## config.mk

```make
export PLATFORM = sky130hd
export DESIGN_NAME = bus_ready_gen
export DESIGN_NICKNAME = d
export VERILOG_FILES = /design/src/rtl/bus_pkg.sv /design/src/rtl/sync2.sv /design/src/rtl/bus_ready_gen.sv
export SDC_FILE = /design/constraint.sdc
export NUM_CORES = 1
export LEC_CHECK = 0
export CAP_MARGIN = 20
export CELL_PAD_IN_SITES_DETAIL_PLACEMENT = 2
export CELL_PAD_IN_SITES_GLOBAL_PLACEMENT = 2
export CORE_MARGIN = 4
export CORE_UTILIZATION = 29
export DETAILED_ROUTE_END_ITERATION = 8
export GPL_ROUTABILITY_DRIVEN = 0
export GPL_TIMING_DRIVEN = 1
export HOLD_SLACK_MARGIN = 0.15
export PLACE_DENSITY_LB_ADDON = 0.08
export SYNTH_ARGS = -nofsm -noshare
export SYNTH_HDL_FRONTEND = slang
export SYNTH_SLANG_ARGS = --single-unit
```

## constraint.sdc

```tcl
create_clock -name clk -period 2.8 [get_ports clk]
set_clock_uncertainty 0.15 [all_clocks]
set_input_delay 0.56 -clock clk [delete_from_list [all_inputs] [get_ports clk]]
set_output_delay 0.56 -clock clk [all_outputs]
set_load 0.01 [all_outputs]
```

## src/rtl/bus_pkg.sv

```systemverilog
// bus_pkg: shared FSM state, command-class and counter-width definitions for bus_ready_gen
package bus_pkg;
  localparam int WAIT_CNT_W = 4;
  typedef enum logic [1:0] {IDLE = 2'b00, WAIT = 2'b01, HOLD = 2'b10} state_t;
  typedef enum logic {CLS_IO, CLS_MEM} cls_t;
endpackage

```

## src/rtl/sync2.sv

```systemverilog
// sync2: two-flop synchronizer for asynchronous card inputs, reset to RST_VAL
module sync2 #(
  parameter logic RST_VAL = 1'b1
) (
  input  logic clk,
  input  logic rst,
  input  logic d,
  output logic q
);
  logic m;
  always_ff @(posedge clk or posedge rst)
    if (rst) {q, m} <= {2{RST_VAL}};
    else     {q, m} <= {m, d};
endmodule

```

## src/rtl/bus_ready_gen.sv

```systemverilog
// bus_ready_gen: wait-state/READY generator with io_ch_rdy extension; optional timeout via BUS_READY_TIMEOUT_EN
module bus_ready_gen
  import bus_pkg::*;
#(
  parameter int IO_WAITS       = 1,
  parameter int MEM_WAITS      = 0,
  parameter int TIMEOUT_CYCLES = 255
) (
  input  logic clk,
  input  logic rst,
  input  logic aen_n,
  input  logic mrdc_n,
  input  logic amwc_n,
  input  logic iorc_n,
  input  logic aiowc_n,
  input  logic inta_n,
  input  logic io_ch_rdy,
  output logic ready,
  output logic wait_busy,
  output logic bus_timeout
);
  localparam logic [WAIT_CNT_W-1:0] IO_W  = WAIT_CNT_W'(IO_WAITS);
  localparam logic [WAIT_CNT_W-1:0] MEM_W = WAIT_CNT_W'(MEM_WAITS);
  localparam logic [WAIT_CNT_W-1:0] ONE   = WAIT_CNT_W'(1);
  state_t state, state_n;
  cls_t cls;
  logic [WAIT_CNT_W-1:0] count, count_n, ld;
  logic rdy_s, cmd_act, to_hit;
  sync2 #(.RST_VAL(1'b1)) u_sync (.clk(clk), .rst(rst), .d(io_ch_rdy), .q(rdy_s));
  assign cmd_act = ~aen_n & ~(mrdc_n & amwc_n & iorc_n & aiowc_n & inta_n);
  assign cls     = (~iorc_n | ~aiowc_n | ~inta_n) ? CLS_IO : CLS_MEM;
  assign ld      = (cls == CLS_IO) ? IO_W : MEM_W;
`ifdef BUS_READY_TIMEOUT_EN
  localparam logic [7:0] TO_W = 8'(TIMEOUT_CYCLES);
  logic [7:0] ext;
  assign to_hit = (state == WAIT) && (count == '0) && !rdy_s && (ext == TO_W);
  always_ff @(posedge clk or posedge rst)
    if (rst) ext <= '0;
    else     ext <= (state != WAIT) ? '0 : ((count == '0) && !rdy_s && !to_hit) ? ext + 8'd1 : ext;
`else
  assign to_hit = 1'b0;
`endif
  always_comb begin
    state_n = state;
    count_n = count;
    unique case (state)
      IDLE: if (cmd_act) begin
        state_n = (ld == '0 && rdy_s) ? HOLD : WAIT;
        count_n = (ld == '0) ? '0 : ld - ONE;
      end
      WAIT: if (count != '0) count_n = count - ONE;
            else if (rdy_s || to_hit) state_n = HOLD;
      HOLD: if (!cmd_act) state_n = IDLE;
      default: state_n = IDLE;
    endcase
  end
  always_ff @(posedge clk or posedge rst)
    if (rst) begin
      state       <= IDLE;
      count       <= '0;
      ready       <= 1'b1;
      wait_busy   <= 1'b0;
      bus_timeout <= 1'b0;
    end else begin
      state       <= state_n;
      count       <= count_n;
      ready       <= state_n != WAIT;
      wait_busy   <= state_n == WAIT;
      bus_timeout <= to_hit;
    end
  always_ff @(posedge clk)
    assert (IO_WAITS >= 0 && IO_WAITS <= 15 && MEM_WAITS >= 0 && MEM_WAITS <= 15 &&
            TIMEOUT_CYCLES >= 1 && TIMEOUT_CYCLES <= 255)
      else $error("bus_ready_gen: wait/timeout parameter out of range, value truncated");
endmodule

```

======== Word level (Yosys, flattened, before mapping) ========
Index checks and enable logic that the tools add are counted.
word-level totals
  register bits after elaboration ......... 10
  input bits .............................. 9
  output and inout port bits .............. 3
cells by class
  add/sub/neg operators ................... 2
  equality and inequality tests ........... 6
  muxes and demuxes ....................... 11
  bitwise gates (word level) .............. 12
  reduce and logical (&&, ||, !) cells .... 6
operators by type and width
  kind                                                                    number
  4-bit 2-to-1 mux                                                        3
  2-bit 2-to-1 mux                                                        5
  4-bit case mux with 2 select lines                                      1
  2-bit case mux with 3 select lines                                      1
  1-bit bitwise AND                                                       5
  1-bit NOT                                                               5
  2-bit by 1-bit equality test with 1-bit output (second input constant)  2
  4-bit zero test                                                         1
  2-bit != test (second input constant)                                   2
  4-bit nonzero test                                                      1
  4-bit by 1-bit subtractor with 4-bit output (second input constant)     1
  3-bit AND reduction                                                     1
  2-bit equality test (second input constant)                             1
  2-bit zero test                                                         1
  2-bit by 1-bit != test with 1-bit output (second input constant)        1
  1-bit OR                                                                2
  2-bit nonzero test                                                      1
  1-bit by 1-bit subtractor with 2-bit output (second input constant)     1
  1-bit logical AND                                                       1
  1-bit 2-to-1 mux                                                        1

======== Longest topological paths before layout ========
Gate-level depths: netlist of the first run.
  depth after elaboration ................. 10
  gate-level depth with buffers ........... 5
  mapped depth without buffers ............ 5

======== Hierarchy ========
A second synthesis of the first run with hierarchy kept.
unflattened totals
  cells, all modules ...................... 51
  area, all modules ....................... 530.5 um^2
by module, submodules not included
  module         instances  cells an instance  area each (um^2)  sequential area each (um^2)
  bus_ready_gen  1          48                 474.2             201.4
  sync2          1          3                  56.3              52.6

======== Least setup slack after synthesis of the first run ========
OpenSTA, ideal clock, no wires.
  path kind ............................... register -> register
  from .................................... register count[0]
  to ...................................... register count[2]
  arrival ................................. 1.236 ns
  data required time ...................... 2.573 ns
  setup slack ............................. 1.336 ns
  cell stages (with the launch flop) ...... 6
  path buffers ............................ 0
  period minus slack after synthesis ...... 1.464 ns
  path through ............................ dfrtp_1 -> inv_1 -> ha_1 -> inv_1 -> or4_1 -> a21oi_1
between the ends
  cells in the longest elaborated chain, start to end .. 3
RTL lines
  element                                                                                   RTL line             text
  start, declared                                                                           bus_ready_gen.sv:27  logic [WAIT_CNT_W-1:0] count, count_n, ld;
  start signal, assigned                                                                    bus_ready_gen.sv:66  count <= count_n;
  4-bit by 1-bit subtractor with 4-bit output / 4-bit nonzero test (equally long branches)  bus_ready_gen.sv:51  WAIT: if (count != '0) count_n = count - ONE;
  4-bit 2-to-1 mux / 2-bit != test (equally long branches)                                  -
  4-bit case mux with 2 select lines / 3-bit AND reduction (equally long branches)          -
Parallel ways exist; a longest one is shown, timed or not. The select of a mux whose other input is x is not followed.
A chain may end at the register's enable or synchronous reset.

======== Final worst setup path of the first run ========
  from .................................... register ready
  to ...................................... output port ready
RTL lines
  element                 RTL line             text
  start, declared         bus_ready_gen.sv:18  output logic ready,
  start signal, assigned  bus_ready_gen.sv:61  ready <= 1'b1;
  start signal, assigned  bus_ready_gen.sv:67  ready <= state_n != WAIT;
No word-level cell between the ends.

==> implementation parameters, run 1 <==
Parameter                              Value

GRT
  Via count of the first global-routing pass ... 441
  Pin count of the biggest net entering global routing ... 11
  First-pass GRT wire length ... 2.13 mm
  Number of antenna violations at the first check in global routing ... 0
  GRT Overall Usage ... 0.115
  Total global routing overflow ... 0

Critical path
  Arrival @ worst endpoint ... 1.29 ns
  Start-to-end type of the worst setup path ... reg -> out
  Crit end category ... output pin
  Crit path cell chain ... clkdlybuf4s50_1
  Required time of the critical path ... 2.09 ns
  Dominant delay contributor by cell family on the critical path ... buffers and inverters
  Crit path max-delay cell type ... sky130_fd_sc_hd__clkdlybuf4s50_1
  Longest individual stage delay on the worst path ... 0.52 ns
  Worst Setup Start Kind ... register
  Worst path buffer plus inverter count ... 1
  Biggest fanout along the worst timing path ... 1

Clock network
  Number of sinks driven by the clock tree ... 10
  Post-CTS setup buffers ... 0
  Register clock-pin slew on the reported worst setup and hold paths ... 0.06 ns
  Clock tree from TritonCTS ... yes
  Root buffer selected by CTS ... sky130_fd_sc_hd__clkbuf_4
  CTS H-tree depth ... 1
  Post-CTS Hold Buffers ... 0
  Count of cells resized by post-cts repair ... 0
  Clock latency of the later-clocked register in the worst-skew pair ... 0.27 ns
  CTS Buffer Depth ... 2
  Number of buffers created by CTS ... 3

STA
  Final Cycle Share ... 0.715
  Fin. Hold Viols ... 0
  Number of setup violations in the final report ... 0
  Crit path setup slack, layout ... 0.797 ns
  Setup repair after global routing missed its margin ... false
  Final TNS setup ... 0 ns
  Worst hold margin ... 0.212 ns
  Max-slew violation count ... 0
  Maximum clock frequency ... 499 MHz
  Shortest period the worst path allows ... 2.00 ns

Synthesis
  Number of standard cells after synthesis ... 47
  Post-synthesis share of cell area spent on xor and xnor gates ... 0
  Most area-hungry cell type in the Yosys netlist ... sky130_fd_sc_hd__dfrtp_1
  Simple-gate portion of the synthesized area ... 0.156
  Fraction of the yosys area taken by sequential cells ... 0.538
  Post-synthesis compound-gate area fraction ... 0.215
  Synth unique cells ... 22
  Syn Std Cell Area ... 472 sq um
  Post-synthesis adder-cell area fraction ... 0.0265
  Dominant combinational cell family by area after synthesis ... compound AO/OA/AOI/OAI gates
  Count of state elements after synthesis ... 10
  Post-Synthesis Mean Instance Area ... 10.0 sq um
  Yosys synthesis warning count ... 0
  Leading post-synthesis cells by cell area ... sky130_fd_sc_hd__dfrtp_1, sky130_fd_sc_hd__dfstp_2, sky130_fd_sc_hd__o21ai_0
  Synth Net Count ... 57
  Area share of the largest cell type after synthesis ... 0.371
  Proportion of synthesized area in mux cells ... 0

Floorplan
  Core Box Area ... 1520 sq um
  Top Ports ... 12
  Row Count ... 14
  Overall die height ... 48.3 um
  Die outline width ... 48.3 um
  Starting density of the core ... 0.310
  Full die area ... 2340 sq um

Cells and area
  Number of antenna cells inserted ... 0
  Area growth from synthesis to final layout ... 29.4%
  Fraction of final layout cells with drive strength greater than 1 ... 0.100
  FF/Latch Area ... 254 sq um
  # nets final ... 71
  Number of fillers in the final layout ... 168
  Final instance area ... 611 sq um
  Area taken by multi-input logic gates ... 191 sq um

Route
  Drc violations ... 0
  Iteration count of the initial detailed-routing pass ... 2
  Initial DRC Count ... 5
  Post-detailed-route wirelength per cell ... 16.7 um
  Number of vias after detailed routing ... 409
  Routed WL ... 1.27 mm
  Antenna-violating nets left ... 0
  Via-to-Cell Ratio ... 5.38

Power
  Worst vdd rail ir drop ... 0.370 mV
  Leakage power of the design ... 0.263 nW
  Pwr/cell area ... 1000 nW/um^2

Run
  Count of maximum capacitance violations ... 0

Hold path
  Worst hold-check path type ... reg -> reg

Placement
  Setup Slack @ Placement ... 0.825 ns
  Count of input and output buffers ... 10
  Standard cell area after detailed placement ... 584 sq um
  Sum of net half-perimeters after detailed placement ... 1000 um

Run status
  Outcome ... finished clean
==> synth_stat cells <==
cell	count
sky130_fd_sc_hd__nor3b_1	1
sky130_fd_sc_hd__ha_1	1
sky130_fd_sc_hd__a21o_1	1
sky130_fd_sc_hd__or4_1	2
sky130_fd_sc_hd__o21a_1	1
sky130_fd_sc_hd__a21oi_1	5
sky130_fd_sc_hd__dfstp_2	3
sky130_fd_sc_hd__nand2_1	2
sky130_fd_sc_hd__or3_1	2
sky130_fd_sc_hd__o211ai_1	1
sky130_fd_sc_hd__dfrtp_1	7
sky130_fd_sc_hd__nor2_1	1
sky130_fd_sc_hd__nand2b_1	1
sky130_fd_sc_hd__nand3_1	1
sky130_fd_sc_hd__conb_1	1
sky130_fd_sc_hd__inv_1	5
sky130_fd_sc_hd__o32ai_1	1
sky130_fd_sc_hd__nor3_1	1
sky130_fd_sc_hd__a41o_1	1
sky130_fd_sc_hd__o21ai_0	7
sky130_fd_sc_hd__buf_4	1
sky130_fd_sc_hd__nand4bb_1	1
==> kinds of logic (layout without fill, tap and decap cells) <==
logic type | after synthesis | after routing
other | 1 | 1
flip-flops | 10 | 10
AND/OR/NAND/NOR | 12 | 12
buffers and inverters | 6 | 19
AO/OA/AOI/OAI | 17 | 17
adder cells (fa/ha/maj) | 1 | 1
==> metal layers <==
layer | global-route usage | wire length [um]
met3 | 0.0491 | 87
met2 | 0.176 | 631
met4 | 0.0415 | 8
met5 | 0 | 0
met1 | 0.142 | 544
==> power by group <==
group          switching [mW]  internal [mW]  total, mW
clock network          0.0506         0.0549      0.106
logic                   0.135          0.120      0.255
registers              0.0460          0.206      0.252
total                   0.232          0.381      0.613
==> stage by stage <==
step                cells   util  power (mW)
finish                 76  0.401       0.613
global placement       72  0.383       0.481
floorplan              47      -       0.408
global route           76  0.401       0.663
detailed placement     72  0.383       0.515
CTS                    76  0.401       0.623
==> placed cells by master (no fill, tap or decap) <==
| cell type | n |
|---|---|
| sky130_fd_sc_hd__nand2_1 | 2 |
| sky130_fd_sc_hd__a21oi_1 | 5 |
| sky130_fd_sc_hd__nand2b_1 | 1 |
| sky130_fd_sc_hd__a21o_1 | 1 |
| sky130_fd_sc_hd__dfrtp_1 | 7 |
| sky130_fd_sc_hd__a41o_1 | 1 |
| sky130_fd_sc_hd__o211ai_1 | 1 |
| sky130_fd_sc_hd__nor3b_1 | 1 |
| sky130_fd_sc_hd__clkbuf_1 | 1 |
| sky130_fd_sc_hd__nand3_1 | 1 |
| sky130_fd_sc_hd__nand4bb_1 | 1 |
| sky130_fd_sc_hd__o32ai_1 | 1 |
| sky130_fd_sc_hd__or3_1 | 2 |
| sky130_fd_sc_hd__conb_1 | 1 |
| sky130_fd_sc_hd__o21ai_0 | 7 |
| sky130_fd_sc_hd__clkbuf_4 | 3 |
| sky130_fd_sc_hd__clkdlybuf4s50_1 | 10 |
| sky130_fd_sc_hd__ha_1 | 1 |
| sky130_fd_sc_hd__dfstp_2 | 3 |
| sky130_fd_sc_hd__o21a_1 | 1 |
| sky130_fd_sc_hd__nor2_1 | 1 |
| sky130_fd_sc_hd__inv_1 | 5 |
| sky130_fd_sc_hd__nor3_1 | 1 |
| sky130_fd_sc_hd__or4_1 | 2 |
==> final timing paths <==
check | endpoint | slack (ns) | start | cells after the start
max in group asynchronous | u_sync.q | 1.76 | rst | 2
max reg2reg | count[1] | 1.17 | count[0] | 5
min reg2reg | u_sync.q | 0.21 | u_sync.m | 0
max | ready | 0.80 | ready | 1
min | u_sync.q | 0.21 | u_sync.m | 0
min in group asynchronous | wait_busy | 0.41 | rst | 2
==> cell type report <==
type | count | share of cell area
tap | 16 | 0.0328
sequential | 10 | 0.416
timing repair buffer | 10 | 0.164
inverter | 5 | 0.0307
multi-input combinational | 31 | 0.314
clock buffer | 4 | 0.0430
==> flip-flops by register name, summed over array words and instances, names as in the netlist <==
signal / count
u_sync.q: 1
state: 2
ready: 1
wait_busy: 1
count: 4
u_sync.m: 1
No activity file was read; power rests on OpenSTA's default activity.
==> run 2, diff against run 1 <==
--- a/config.mk
+++ b/config.mk
@@ -9,7 +9,7 @@
 export CELL_PAD_IN_SITES_DETAIL_PLACEMENT = 2
 export CELL_PAD_IN_SITES_GLOBAL_PLACEMENT = 2
 export CORE_MARGIN = 4
-export CORE_UTILIZATION = 29
+export CORE_UTILIZATION = 24
 export DETAILED_ROUTE_END_ITERATION = 8
 export GPL_ROUTABILITY_DRIVEN = 0
 export GPL_TIMING_DRIVEN = 1
==> constraint.sdc (replaced) <==
create_clock -name clk -period 1.7 [get_ports clk]
set_clock_uncertainty 0.15 [all_clocks]
set_input_delay 0.34 -clock clk [delete_from_list [all_inputs] [get_ports clk]]
set_output_delay 0.34 -clock clk [all_outputs]
set_load 0.01 [all_outputs]
==> run 2 against run 1 <==
Net effect:
- routed wire length is 0.63% higher
- die area is 17% higher
- critical path depth is 3 higher
- combinational power is 88% higher
- non-clock buffer count is 1 higher
- clock power is 100% higher
- via count is 5.4% higher
- cell area is 8.4% higher
- global-route usage is 0.32 points lower
- first-iteration DRC count is 40% lower
- hold slack worse by 0.016 ns
==> implementation parameters, run 2 (synthesis results as in run 1) <==
Parameter                              Value

Critical path
  Arrival @ worst endpoint ... 1.68 ns
  Worst path buffer plus inverter count ... 1
  Required time of the critical path ... 1.74 ns
  Crit path max-delay cell type ... sky130_fd_sc_hd__or4_1
  Start-to-end type of the worst setup path ... reg -> reg
  Dominant delay contributor by cell family on the critical path ... simple AND/OR/NAND/NOR gates
  Crit path cell chain ... buf_4 > or3_1 > or4_1 > a21oi_1
  Biggest fanout along the worst timing path ... 3
  Worst Setup Start Kind ... register
  Longest individual stage delay on the worst path ... 0.41 ns
  Crit end category ... register

Placement
  Count of input and output buffers ... 10
  Standard cell area after detailed placement ... 596 sq um
  Sum of net half-perimeters after detailed placement ... 1.01 mm
  Setup Slack @ Placement ... -0.0293 ns

Cells and area
  Final instance area ... 662 sq um
  End-of-flow core utilization ... 0.367
  # nets final ... 72
  Fraction of final layout cells with drive strength greater than 1 ... 0.197
  Commonest cells after routing, fill and taps aside ... sky130_fd_sc_hd__clkdlybuf4s50_1, sky130_fd_sc_hd__o21ai_0, sky130_fd_sc_hd__dfrtp_1
  Flip-flop count of the largest register after layout ... 4
  Most common library cell in the layout ignoring fill and taps ... sky130_fd_sc_hd__clkdlybuf4s50_1
  Largest registers ... count x4, state x2
  Number of antenna cells inserted ... 0
  Area growth from synthesis to final layout ... 40.3%
  Largest register by flop count ... count
  Number of fillers in the final layout ... 205

Floorplan
  Overall die height ... 52.3 um
  Die outline width ... 52.3 um
  Row Count ... 15
  Top Ports ... 12
  Starting density of the core ... 0.262
  Full die area ... 2740 sq um
  Core Box Area ... 1800 sq um

STA
  Shortest period the worst path allows ... 1.64 ns
  Fin. Hold Viols ... 0
  Max-slew violation count ... 0
  Final Cycle Share ... 0.965
  Maximum clock frequency ... 609 MHz
  Crit path setup slack, layout ... 0.0593 ns
  Number of setup violations in the final report ... 0

Route
  Number of vias after detailed routing ... 431
  Antenna-violating nets left ... 0
  Iteration count of the initial detailed-routing pass ... 4
  Routed WL ... 1.28 mm
  Drc violations ... 0
  Via-to-Cell Ratio ... 5.01
  Post-detailed-route wirelength per cell ... 14.9 um
  Initial DRC Count ... 3

Clock network
  CTS Buffer Depth ... 2
  Number of buffers created by CTS ... 3
  Root buffer selected by CTS ... sky130_fd_sc_hd__clkbuf_4
  CTS H-tree depth ... 1
  Clock tree from TritonCTS ... yes
  Register clock-pin slew on the reported worst setup and hold paths ... 0.07 ns
  Clock latency of the later-clocked register in the worst-skew pair ... 0.27 ns
  Number of sinks driven by the clock tree ... 10

Run
  Count of maximum capacitance violations ... 0

Hold path
  Worst hold-check path type ... in -> async

GRT
  Pin count of the biggest net entering global routing ... 11
  First-pass GRT wire length ... 2.15 mm
  Total global routing overflow ... 0
  GRT Overall Usage ... 0.112
  Number of antenna violations at the first check in global routing ... 0
  Via count of the first global-routing pass ... 465

Power
  Leakage power of the design ... 0.279 nW
  Worst vdd rail ir drop ... 0.611 mV
  Pwr/cell area ... 1670 nW/um^2

Run status
  Outcome ... finished clean
[run 2: worst paths after layout]
path,end,slack [ns],depth (start not counted),start
hold / removal,state[0],0.20,2,rst
setup reg to reg,count[3],0.06,4,count[0]
setup / recovery,count[3],0.06,4,count[0]
min in group clk,u_sync.q,0.21,0,u_sync.m
hold reg to reg,u_sync.q,0.21,0,u_sync.m
max in group asynchronous,u_sync.q,0.89,2,rst
[run 2: layout make-up]
cell class	count	area [sq um]	area share
Sequential cell	10	254	0.384
Multi-Input combinational cell	31	215	0.325
Timing Repair Buffer	11	106	0.161
Clock buffer	4	36.3	0.0548
Tap cell	25	31.3	0.0473
Inverter	5	18.8	0.0284
[run 2: power breakdown]
group | switching [mW] | internal (mW)
clock network | 0.0835 | 0.130
registers | 0.0733 | 0.340
logic | 0.246 | 0.233
[run 2: per-layer routing]
layer / share of wire / track usage / vias to the layer above
met5: 0 / 0 / -
met4: 0.018 / 0.0638 / 0
met3: 0.081 / 0.0541 / 4
met2: 0.52 / 0.180 / 16
met1: 0.38 / 0.117 / 215
li1: - / - / 196
[run 2: through the flow]
step | TNS, ns | hold slack, ns | power [mW] | std cells
finish | 0 | 0.196 | 1.11 | 86
global route | -0.00828 | 0.215 | 1.22 | 86
CTS | 0 | 0.209 | 1.06 | 85
detailed placement | -0.0293 | 0.199 | 0.846 | 81
global placement | 0 | 0.198 | 0.796 | 81
floorplan | 0 | 0.0280 | 0.672 | 47
[run 2: repair_timing]
| item | CTS | global route |
|---|---|---|
| pin swaps | 0 | 1 |
| hold endpoints to repair | 0 | 0 |
| endpoints found under the setup margin | 1 | 4 |
| setup buffers | 0 | 1 |
| gates resized for setup | 1 | 5 |
| hold buffers | 0 | 0 |
==> run 3, diff against run 2 <==
--- a/config.mk
+++ b/config.mk
@@ -5,7 +5,8 @@
 export SDC_FILE = /design/constraint.sdc
 export NUM_CORES = 1
 export LEC_CHECK = 0
-export CAP_MARGIN = 20
+export ABC_AREA = 1
+export CAP_MARGIN = 0
 export CELL_PAD_IN_SITES_DETAIL_PLACEMENT = 2
 export CELL_PAD_IN_SITES_GLOBAL_PLACEMENT = 2
 export CORE_MARGIN = 4
==> run 3 against run 2 <==
Net effect:
- clock power fell by 16%
- first-iteration DRC count fell by 33%
- maximum frequency grew 7.4%
- die area increased by 10%
- setup slack better by 0.11 ns
- global-route usage is 0.16 points lower
- count of clock-buffer cells in the layout did not move
- hold slack got worse by 0.0065 ns
==> implementation parameters, run 3 <==
Parameter                              Value

STA
  Worst hold margin ... 0.189 ns
  Number of setup violations in the final report ... 0
  Final TNS setup ... 0 ns
  Maximum clock frequency ... 654 MHz
  Fin. Hold Viols ... 0
  Crit path setup slack, layout ... 0.172 ns
  Shortest period the worst path allows ... 1.53 ns
  Setup repair after global routing missed its margin ... false
  Max-slew violation count ... 0
  Final Cycle Share ... 0.899

Critical path
  Longest individual stage delay on the worst path ... 0.52 ns
  Dominant delay contributor by cell family on the critical path ... flip-flops
  Worst Setup Start Kind ... register
  Biggest fanout along the worst timing path ... 1
  Crit path max-delay cell type ... sky130_fd_sc_hd__dfstp_2
  Required time of the critical path ... 1.21 ns
  Start of the worst register-to-register path ... count[0]
  Capture point of the worst reg-to-reg path ... state[0]
  Slack of the worst reg-to-reg path ... 0.26 ns
  Start-to-end type of the worst setup path ... reg -> out
  Worst path buffer plus inverter count ... 1
  Cell count of the worst reg-to-reg path ... 5
  Crit path cell chain ... dlygate4sd2_1
  Worst path depth ... 1
  Arrival @ worst endpoint ... 1.04 ns
  Crit end category ... output pin

Floorplan
  Core Box Area ... 2020 sq um
  Full die area ... 3020 sq um
  Row Count ... 16
  Top Ports ... 12
  Die outline width ... 55.0 um
  Overall die height ... 55.0 um
  Starting density of the core ... 0.262

Clock network
  Clock tree from TritonCTS ... yes
  Post-CTS setup buffers ... 0
  Number of sinks driven by the clock tree ... 10
  Clock latency of the later-clocked register in the worst-skew pair ... 0.27 ns
  CTS H-tree depth ... 1
  CTS Buffer Depth ... 2
  Root buffer selected by CTS ... sky130_fd_sc_hd__clkbuf_4
  Number of buffers created by CTS ... 3
  Register clock-pin slew on the reported worst setup and hold paths ... 0.07 ns
  Post-CTS Hold Buffers ... 0

Power
  Leakage power of the design ... 0.359 nW
  Worst vdd rail ir drop ... 0.587 mV
  Post-layout power ... 1.10 mW
  Pwr/cell area ... 1610 nW/um^2

GRT
  Via count of the first global-routing pass ... 511
  Pin count of the biggest net entering global routing ... 11
  Total global routing overflow ... 0
  GRT Overall Usage ... 0.110
  Number of antenna violations at the first check in global routing ... 0
  First-pass GRT wire length ... 2.21 mm

Synthesis
  Number of enable-type register cells in the synthesized netlist ... 0
  Proportion of synthesized area in mux cells ... 0
  Post-synthesis compound-gate area fraction ... 0.0544
  Most common library cells after synthesis ... sky130_fd_sc_hd__inv_1, sky130_fd_sc_hd__nand2_1, sky130_fd_sc_hd__nor2_1, sky130_fd_sc_hd__dfrtp_1, sky130_fd_sc_hd__nand3_1
  Number of standard cells after synthesis ... 66
  Top flip-flop cell by instance count after synthesis ... sky130_fd_sc_hd__dfrtp_1
  Fraction of the yosys area taken by sequential cells ... 0.480
  Ys async rst share ... 1.00
  Area share of the largest cell type after synthesis ... 0.331
  Most area-hungry cell type in the Yosys netlist ... sky130_fd_sc_hd__dfrtp_1
  Most used standard cell by instance count after synthesis ... sky130_fd_sc_hd__inv_1
  Dominant combinational cell family by area after synthesis ... simple AND/OR/NAND/NOR gates
  Yosys synthesis warning count ... 0
  Synth unique cells ... 19
  Simple-gate portion of the synthesized area ... 0.322
  Post-Synthesis Mean Instance Area ... 8.02 sq um
  Syn Std Cell Area ... 529 sq um
  Synth Net Count ... 76
  Post-synthesis share of cell area spent on xor and xnor gates ... 0
  Post-synthesis adder-cell area fraction ... 0.0236
  Leading post-synthesis cells by cell area ... sky130_fd_sc_hd__dfrtp_1, sky130_fd_sc_hd__dfstp_2, sky130_fd_sc_hd__inv_1
  Count of state elements after synthesis ... 10

Placement
  Count of input and output buffers ... 10
  Setup Slack @ Placement ... -0.0539 ns
  Sum of net half-perimeters after detailed placement ... 961 um

Cells and area
  Number of antenna cells inserted ... 0
  Flip-flop count of the largest register after layout ... 4
  FF/Latch Area ... 254 sq um
  Largest register by flop count ... count
  Area taken by multi-input logic gates ... 215 sq um
  Largest registers ... count x4, state x2
  Most common library cell in the layout ignoring fill and taps ... sky130_fd_sc_hd__inv_1
  End-of-flow core utilization ... 0.338
  Number of fillers in the final layout ... 243
  Fraction of final layout cells with drive strength greater than 1 ... 0.139
  Area growth from synthesis to final layout ... 29.1%
  Commonest cells after routing, fill and taps aside ... sky130_fd_sc_hd__inv_1, sky130_fd_sc_hd__nand2_1, sky130_fd_sc_hd__nor2_1
  # nets final ... 90

Hold path
  Worst hold-check path type ... in -> async

Route
  Post-detailed-route wirelength per cell ... 11.2 um
  Initial DRC Count ... 2
  Drc violations ... 0
  Via-to-Cell Ratio ... 4.18
  Iteration count of the initial detailed-routing pass ... 2
  Number of vias after detailed routing ... 443
  Routed WL ... 1.19 mm
  Antenna-violating nets left ... 0

Run
  Count of maximum capacitance violations ... 0

Run status
  Outcome ... finished clean
run 3: cell types whose count changed after synthesis, moves of 2 or more:
cell,change
sky130_fd_sc_hd__o21ai_0,-5
sky130_fd_sc_hd__nand2_1,+10
sky130_fd_sc_hd__or3_1,-2
sky130_fd_sc_hd__nor2_1,+9
sky130_fd_sc_hd__a21oi_1,-4
sky130_fd_sc_hd__nand3_1,+5
sky130_fd_sc_hd__inv_1,+9
sky130_fd_sc_hd__or4_1,-2
run 3: cell type report:
cell class | instances | area share
well taps | 27 | 0.0495
clock buffers | 4 | 0.0385
inverters | 14 | 0.0769
flip-flops and latches | 10 | 0.372
repair buffers | 10 | 0.148
multi-input cells | 41 | 0.315
run 3: power breakdown:
group          total, mW  internal, mW  switching [mW]
registers          0.390         0.343          0.0468
logic              0.529         0.206           0.323
clock network      0.179        0.0909          0.0885
total               1.10         0.640           0.458
run 3: through the flow:
step,cell area [sq um],std cells
floorplan,529,66
global placement,656,102
detailed placement,656,102
CTS,681,106
global route,683,106
finish,683,106
run 3: repair_timing:
action	in CTS	in global routing
setup endpoints to repair	1	1
pin swaps	0	0
gates resized for setup	1	1
run 3: logic make-up (layout without fill, tap and decap cells):
logic type,Yosys count,in the layout
simple gates,34,34
buf+inv,15,28
flops,10,10
compound gates,5,5
fa+ha+maj,1,1
other cells,1,1
run 3: worst max path at each step:
stage                          from   endpoint
after floorplan            count[0]   count[1]
after global placement       inta_n   state[0]
after detailed placement    aiowc_n   state[0]
after CTS                 wait_busy  wait_busy
after global routing          ready      ready
final                         ready      ready
run 3: layer usage:
layer,global-route usage,routed length [um]
met1,0.137,579
met2,0.157,516
met3,0.0322,56
met4,0.0850,39
met5,0,0
